**src/rtl/dmem_arbiter.sv**
```systemverilog
// Two-port round-robin arbiter for the single-ported data memory, with address range
// check and mem_ready watchdog. Define DMEM_CPU_PRIORITY_EN for fixed CPU priority.
module dmem_arbiter #(
  parameter int unsigned DEPTH   = 512,
  parameter int unsigned ADDR_W  = 32,
  parameter int unsigned TIMEOUT = 15
) (
  input  logic              clk,
  input  logic              reset,
  input  logic [1:0]        req,
  input  logic [1:0]        we,
  input  logic [ADDR_W-1:0] addr0,
  input  logic [ADDR_W-1:0] addr1,
  input  logic [31:0]       wdata0,
  input  logic [31:0]       wdata1,
  output logic [1:0]        ack,
  output logic              err,
  output logic [31:0]       rdata,
  output logic              mem_en,
  output logic              mem_we,
  output logic [ADDR_W-1:0] mem_addr,
  output logic [31:0]       mem_wdata,
  input  logic [31:0]       mem_rdata,
  input  logic              mem_ready
);

  typedef enum logic [1:0] {StIdle, StAccess, StResp} state_t;

  state_t            stateQ, stateD;
  logic              ownerQ, ownerD;
  logic              lastGrantQ, lastGrantD;
  logic [7:0]        cntQ, cntD;
  logic [1:0]        ackQ, ackD;
  logic              errQ, errD;
  logic [31:0]       rdataQ, rdataD;
  logic              memEnQ, memEnD;
  logic              memWeQ, memWeD;
  logic [ADDR_W-1:0] memAddrQ, memAddrD;
  logic [31:0]       memWdataQ, memWdataD;

  logic              grantPort;
  logic              selWe;
  logic [ADDR_W-1:0] selAddr;
  logic [31:0]       selWdata;

  always_comb begin
`ifdef DMEM_CPU_PRIORITY_EN
    grantPort = req[0] ? 1'b0 : 1'b1;
`else
    // Contention goes to whichever port did not win last time.
    if (req == 2'b11) begin
      grantPort = ~lastGrantQ;
    end else begin
      grantPort = req[1];
    end
`endif
    selWe    = grantPort ? we[1]  : we[0];
    selAddr  = grantPort ? addr1  : addr0;
    selWdata = grantPort ? wdata1 : wdata0;
  end

  always_comb begin
    stateD     = stateQ;
    ownerD     = ownerQ;
    lastGrantD = lastGrantQ;
    cntD       = cntQ;
    ackD       = 2'b00;
    errD       = 1'b0;
    rdataD     = rdataQ;
    memEnD     = memEnQ;
    memWeD     = memWeQ;
    memAddrD   = memAddrQ;
    memWdataD  = memWdataQ;

    unique case (stateQ)
      StIdle: begin
        if (|req) begin
          ownerD     = grantPort;
          lastGrantD = grantPort;
          if (selAddr >= ADDR_W'(DEPTH)) begin
            // Out-of-range address: answer with an error, never touch the memory.
            stateD          = StResp;
            ackD[grantPort] = 1'b1;
            errD            = 1'b1;
            rdataD          = '0;
          end else begin
            stateD    = StAccess;
            cntD      = '0;
            memEnD    = 1'b1;
            memWeD    = selWe;
            memAddrD  = selAddr;
            memWdataD = selWdata;
          end
        end
      end

      StAccess: begin
        if (mem_ready) begin
          stateD       = StResp;
          ackD[ownerQ] = 1'b1;
          rdataD       = memWeQ ? 32'd0 : mem_rdata;
          memEnD       = 1'b0;
          memWeD       = 1'b0;
        end else if (cntQ == 8'(TIMEOUT)) begin
          stateD       = StResp;
          ackD[ownerQ] = 1'b1;
          errD         = 1'b1;
          rdataD       = '0;
          memEnD       = 1'b0;
          memWeD       = 1'b0;
        end else begin
          cntD = cntQ + 8'd1;
        end
      end

      StResp: begin
        stateD = StIdle;
        cntD   = '0;
      end

      default: begin
        stateD = StIdle;
      end
    endcase
  end

  always_ff @(posedge clk) begin
    if (reset) begin
      stateQ     <= StIdle;
      ownerQ     <= 1'b0;
      lastGrantQ <= 1'b1;
      cntQ       <= '0;
      ackQ       <= '0;
      errQ       <= 1'b0;
      rdataQ     <= '0;
      memEnQ     <= 1'b0;
      memWeQ     <= 1'b0;
      memAddrQ   <= '0;
      memWdataQ  <= '0;
    end else begin
      stateQ     <= stateD;
      ownerQ     <= ownerD;
      lastGrantQ <= lastGrantD;
      cntQ       <= cntD;
      ackQ       <= ackD;
      errQ       <= errD;
      rdataQ     <= rdataD;
      memEnQ     <= memEnD;
      memWeQ     <= memWeD;
      memAddrQ   <= memAddrD;
      memWdataQ  <= memWdataD;
    end
  end

  assign ack       = ackQ;
  assign err       = errQ;
  assign rdata     = rdataQ;
  assign mem_en    = memEnQ;
  assign mem_we    = memWeQ;
  assign mem_addr  = memAddrQ;
  assign mem_wdata = memWdataQ;

endmodule

```
**config.mk**
```make
export PLATFORM = sky130hd
export DESIGN_NAME = dmem_arbiter
export DESIGN_NICKNAME = d
export VERILOG_FILES = /design/src/rtl/dmem_arbiter.sv
export SDC_FILE = /design/constraint.sdc
export NUM_CORES = 1
export LEC_CHECK = 0
export ABC_AREA = 1
export CAP_MARGIN = 20
export CORE_AREA = 3 3 121 123
export DETAILED_ROUTE_END_ITERATION = 8
export DIE_AREA = 0 0 124 126
export PLACE_DENSITY = 0.79
export SYNTH_ARGS = -nofsm -noshare
export SYNTH_HDL_FRONTEND = slang
export SYNTH_SLANG_ARGS = --single-unit
```
**constraint.sdc**
```tcl
create_clock -name clk -period 2.6 [get_ports clk]
set_input_delay 0.39 -clock clk [delete_from_list [all_inputs] [get_ports clk]]
set_output_delay 0.39 -clock clk [all_outputs]
set_load 0.05 [all_outputs]
```
# Word-level counts from Yosys, hierarchy flattened
# Index checks and enable logic that the tools add are counted.
# totals
register_bits,113
output_inout_bits,101
wordCells,83
# classes
n_addsub,1
order_cmp,5
eq_ne,10
muxes,42
bitwise_logic,2
reduce_logical,12
# ops
operator,count
$mux W32,7
$pmux W32 S2,1
$ge A32 B10 Y1 const B,1
$mux W8,4
$pmux W8 S3,1
$mux W2,8
$mux W1,14
$ne A2 B2 Y1 const B,5
$add A8 B1 Y8 const B,1
$eq A8 B4 Y1 const B,1
$pmux W2 S2,2
$reduce_and A4 Y1,2
$pmux W1 S2,3
$reduce_and A5 Y1,1
$eq A2 B2 Y1 const B,2
$lt A1 B2 Y1 const B,2
$reduce_and A2 Y1,2
$ne A3 B3 Y1 const B,1
$reduce_and A3 Y1,1
$reduce_bool A3 Y1,1
$demux W1 S1,2
$eq A2 B1 Y1 const B,1
$ge A1 B1 Y1 const B,2
$logic_and A1 B1 Y1,2
4 further kinds,5

# Logic depth before layout (Yosys ltp)
# logic_depth
word_depth,9
ltp_mapped,15
depth_no_buf,14

# Least setup slack after synthesis
# Ideal clock, no wire load.
# synth_timing
kind,input -> register
from,input req[0]
to,register memAddrQ[2] (netlist: mem_addr[2])
setup_ns,0.113
arrival_ns,1.769
required_time_ns,2.487
setup_slack_ns,0.718
stages,13
n_path_buf,4
path_cell_list,nand2_1 buf_4 buf_6 nand3_1 nand2_1 nor3_1 nand2_1 nor2_2 nand4_2 buf_6 buf_6 nor2_1 nor2_1
# synth_via
elab_chain_len,6
elab_cells_between_ends,7
cone_classes,1 x order compare; 1 x eq/ne; 2 x mux; 1 x bitwise; 2 x reduce/logical
# synth_rtl
item,line,text
"start, declared",10,"input logic [1:0] req,"
$eq A2 B2 Y1,51,if (req == 2'b11) begin
$mux W1,51,
$mux W32,58,selAddr = grantPort ? addr1 : addr0;
$ge A32 B10 Y1,80,if (selAddr >= ADDR_W'(DEPTH)) begin
$not A1 Y1 (no line),n/a,
$reduce_and A3 Y1 (no line),n/a,
"end signal, assigned",150,memAddrQ <= memAddrD;
"end, declared",38,"logic [ADDR_W-1:0] memAddrQ, memAddrD;"
# Parallel ways exist; a longest one is shown, timed or not.
# A chain may end at the register's enable or synchronous reset.

# Final worst setup path
# layout_timing
from,input req[0]
to,register cntQ[1]
# layout_via
elab_chain_len,6
elab_cells_between_ends,8
cone_classes,1 x order compare; 3 x eq/ne; 2 x mux; 2 x reduce/logical
# layout_rtl
item,line,text
$eq A2 B2 Y1,51,
$mux W1,51,
$mux W32,58,
$ge A32 B10 Y1,80,
$ne A2 B2 Y1 (no line),n/a,
$reduce_and A5 Y1 (no line) *,n/a,
"end signal, assigned",144,cntQ <= cntD;
"end, declared",32,"logic [7:0] cntQ, cntD;"
# Mark *: on every way between the ends. The rest lies on a longest branch, timed or not.

==> results.py <==
metrics = {
    "sta": {
        "maxSlewHeadroom_pct": 61.6,
        "tns_ns": 0,
        "rsz0062_at_grt": "no",
        "tightestPinTransition_ns": 0.574,
        "hold_ws_ns": 0.468,
        "period_needed_ns": 2.26,
        "hold_violations": 0,
        "setup-violations-final": 0,
        "max_freq_ghz": 0.443,
        "final.setup.worst_slack_ns": 0.344,
        "finClkSkew_ns": 0.00915,
        "maxSlewViolCount": 0,
        "finalCritPeriodShare_pct": 86.8,
    },
    "job": {
        "maxCapViolations": 0,
    },
    "drt": {
        "wl_per_cell_um": 12.8,
        "routed_via_density": 4.54,
        "drtIter0Drc": 280,
        "ant_nets": 0,
        "num_vias": 6143,
        "drt-total-wl_um": 17300,
        "drtPass1Iterations": 5,
        "drc_errors": 0,
    },
    "die": {
        "initial_core_util_pct": 40.3,
        "dieArea_mm2": 0.0156,
        "die_y_um": 126,
        "rows": 43,
        "die_w_um": 124,
        "core-area_mm2": 0.0138,
        "pin_count": 268,
    },
    "cts": {
        "cts_sinks": 113,
        "cts_setup_buffers": 0,
        "clockRootBuffer": "clkbuf_16",
        "cts_hold_buf": 0,
        "cts-htree-levels": 4,
        "path_clk_slew_ns": 0.05,
        "post_cts_resized": 0,
        "cts_buffers": 17,
        "clock_latency_ns": 0.41,
        "clk_path_buf_depth": 2,
        "cts_tree": "done",
    },
    "worst_setup_path": {
        "r2r_end": "cntQ[1]",
        "worst_ep_required_time_ns": 2.94,
        "cp-startpoint": "req[0]",
        "arrival_ns": 2.60,
        "path_max_fanout": 10,
        "cp-end-kind": "flop",
        "regToRegStartpoint": "lastGrantQ",
        "rr_worst_depth": 12,
        "crit_end": "cntQ[1]",
        "rrSetupSlack_ns": 0.46,
        "crit_type": "primary input to flop",
        "cp-start-kind": "primary input",
    },
    "global_route": {
        "antenna_found_initial": 0,
        "grt_pass1_wl_um": 27700,
        "grt_overflow_total": 0,
        "grt_pass1_vias": 5906,
        "track_usage_pct": 21.9,
        "grt_max_degree": 83,
    },
    "power_and_ir_drop": {
        "power_density_mw_per_mm2": 521,
        "p_comb_share_pct": 13.6,
        "clockPowerShare_pct": 49.4,
        "power.leakage_uw": 0.00448,
        "peakVddDrop_mv": 0.449,
        "switching_share_pct": 24.5,
        "power.internal_uw": 3560,
        "power.switching_uw": 1150,
        "power_frac_seq_pct": 37.0,
    },
    "logic_synthesis": {
        "synth_cell_types": 32,
        "synth_seq_cells": 113,
        "seq_area_frac_synth_pct": 40.8,
        "netlist_instances": 899,
        "synth.net_count": 1067,
        "ys_warn_count": 0,
        "postSynthAreaPerCell_um2": 6.17,
        "synth_area_mm2": 0.00554,
    },
    "hold_path": {
        "hp-class": "flop to flop",
    },
    "placed_design": {
        "postPlaceCellArea_mm2": 0.00845,
        "place_ws_ns": -0.0309,
        "gp_congestion": 0.881,
        "dp_hpwl_um": 12700,
        "port-buffer-count": 267,
    },
    "finish": {
        "layout-drive-gt1-share_pct": 5.79,
        "final_nets": 1329,
        "final_util_pct": 65.8,
        "fin_area_mm2": 0.00906,
        "synthToLayoutAreaGrowth_pct": 63.4,
        "n_antenna_cell": 0,
    },
    "run_status": {
        "status": "finished, final reports clean",
    },
}
critical path, cell delays in order:
cell and delay [ns]:
clkdlybuf4s50_1 0.48, nand2_1 0.08, nand2_2 0.19, buf_4 0.19, nand2_1 0.05, o21ai_0 0.09, nand3_1 0.11, nor2_1 0.14
nand3_1 0.17, nand2_1 0.21, nand2_1 0.23, nand2_1 0.12, nand2_1 0.05, nor2_1 0.07
synth_stat cells (all sizes together):
| master | number | share of area [%] |
|---|---|---|
| nand3b | 2 | 0.27 |
| nor4 | 1 | 0.11 |
| nand3 | 67 | 6.0 |
| xor2 | 4 | 0.63 |
| nand4 | 5 | 0.68 |
| nor2b | 2 | 0.23 |
| and3 | 23 | 2.6 |
| clkinv | 1 | 0.068 |
| o21bai | 1 | 0.20 |
| o21a | 1 | 0.14 |
| nor3b | 1 | 0.14 |
| a21oi | 14 | 1.4 |
| or2 | 1 | 0.11 |
| nand2 | 361 | 24 |
| dfxtp | 113 | 41 |
| inv | 95 | 6.4 |
| nor2 | 151 | 10 |
| nor3 | 2 | 0.18 |
| clkbuf | 24 | 1.6 |
| ha | 1 | 0.23 |
| buf | 25 | 2.8 |
| o22ai | 1 | 0.23 |
| o21ai | 3 | 0.27 |
metrics by stage:
stage,std cells,total power (µW)
2_1_floorplan,899,2060
3_3_place_gp,1322,2420
3_5_place_dp,1322,2420
4_1_cts,1354,4770
5_1_grt,1354,4920
6_report,1354,4720
cell families (layout without fill, tap and decap cells):
kind of cell / count (synthesis) / count (layout) / share of synthesized area, %
fa+ha+maj: 1 / 1 / 0.226
xor+xnor: 4 / 4 / 0.632
flops: 113 / 113 / 40.8
simple gates: 616 / 616 / 45.2
buf+inv: 145 / 420 / 10.9
compound gates: 20 / 20 / 2.23
layout by cell type, fill, tap and decap left out, types with 3 or more instances in the layout:
cell / n
nand2_1: 360
clkdlybuf4s50_1: 267
nor2_1: 149
dfxtp_1: 113
inv_1: 93
nand3_1: 67
and3_1: 23
buf_4: 20
clkbuf_16: 17
a21oi_1: 12
inv_6: 5
buf_12: 5
nand4_1: 4
xor2_1: 4
clkinv_4: 3
routing by layer:
layer | GRT usage [%] | up-vias | part of all wire, %
li1 | - | 3236 | -
met1 | 24.7 | 2641 | 40
met2 | 37.5 | 231 | 47
met3 | 7.99 | 35 | 9.8
met4 | 8.44 | 0 | 2.5
met5 | 0 | - | 0
registers in the layout (all words and copies together) (netlist names):
name and cells:
mem_addr 32, lastGrantQ 1, rdata 32, mem_we 1, err 1, ownerQ 1, mem_wdata 32, stateQ 2
mem_en 1, cntQ 8, ack 2
final cells by class:
class                      count  area (µm²)
clock buffer                  19         453
clock inverter                13         150
fill                        1224        4720
inverter                      96         360
multi-input combinational    641        2680
sequential                   113        2260
tap                          180         225
timing repair buffer         292        2920
power by group through the flow:
stage	registers, µW	clock network [µW]	logic (µW)
floorplan	1800	0	264
global placement	1780	0	636
detailed placement	1780	0	636
CTS	1750	2380	641
global route	1750	2460	707
finish	1750	2330	639
worst min path at each step:
| stage | slack, ns | startpoint | depth (start not counted) | to |
|---|---|---|---|---|
| 2_1_floorplan | 0.44 | lastGrantQ | 2 | lastGrantQ |
| 3_3_place_gp | 0.46 | rdata[27] | 2 | rdata[27] |
| 3_5_place_dp | 0.46 | rdata[28] | 2 | rdata[28] |
| 4_1_cts | 0.47 | rdata[28] | 2 | rdata[28] |
| 5_1_grt | 0.48 | rdata[28] | 2 | rdata[28] |
| 6_report | 0.47 | rdata[28] | 2 | rdata[28] |
(Power assumes the default switching activity.)
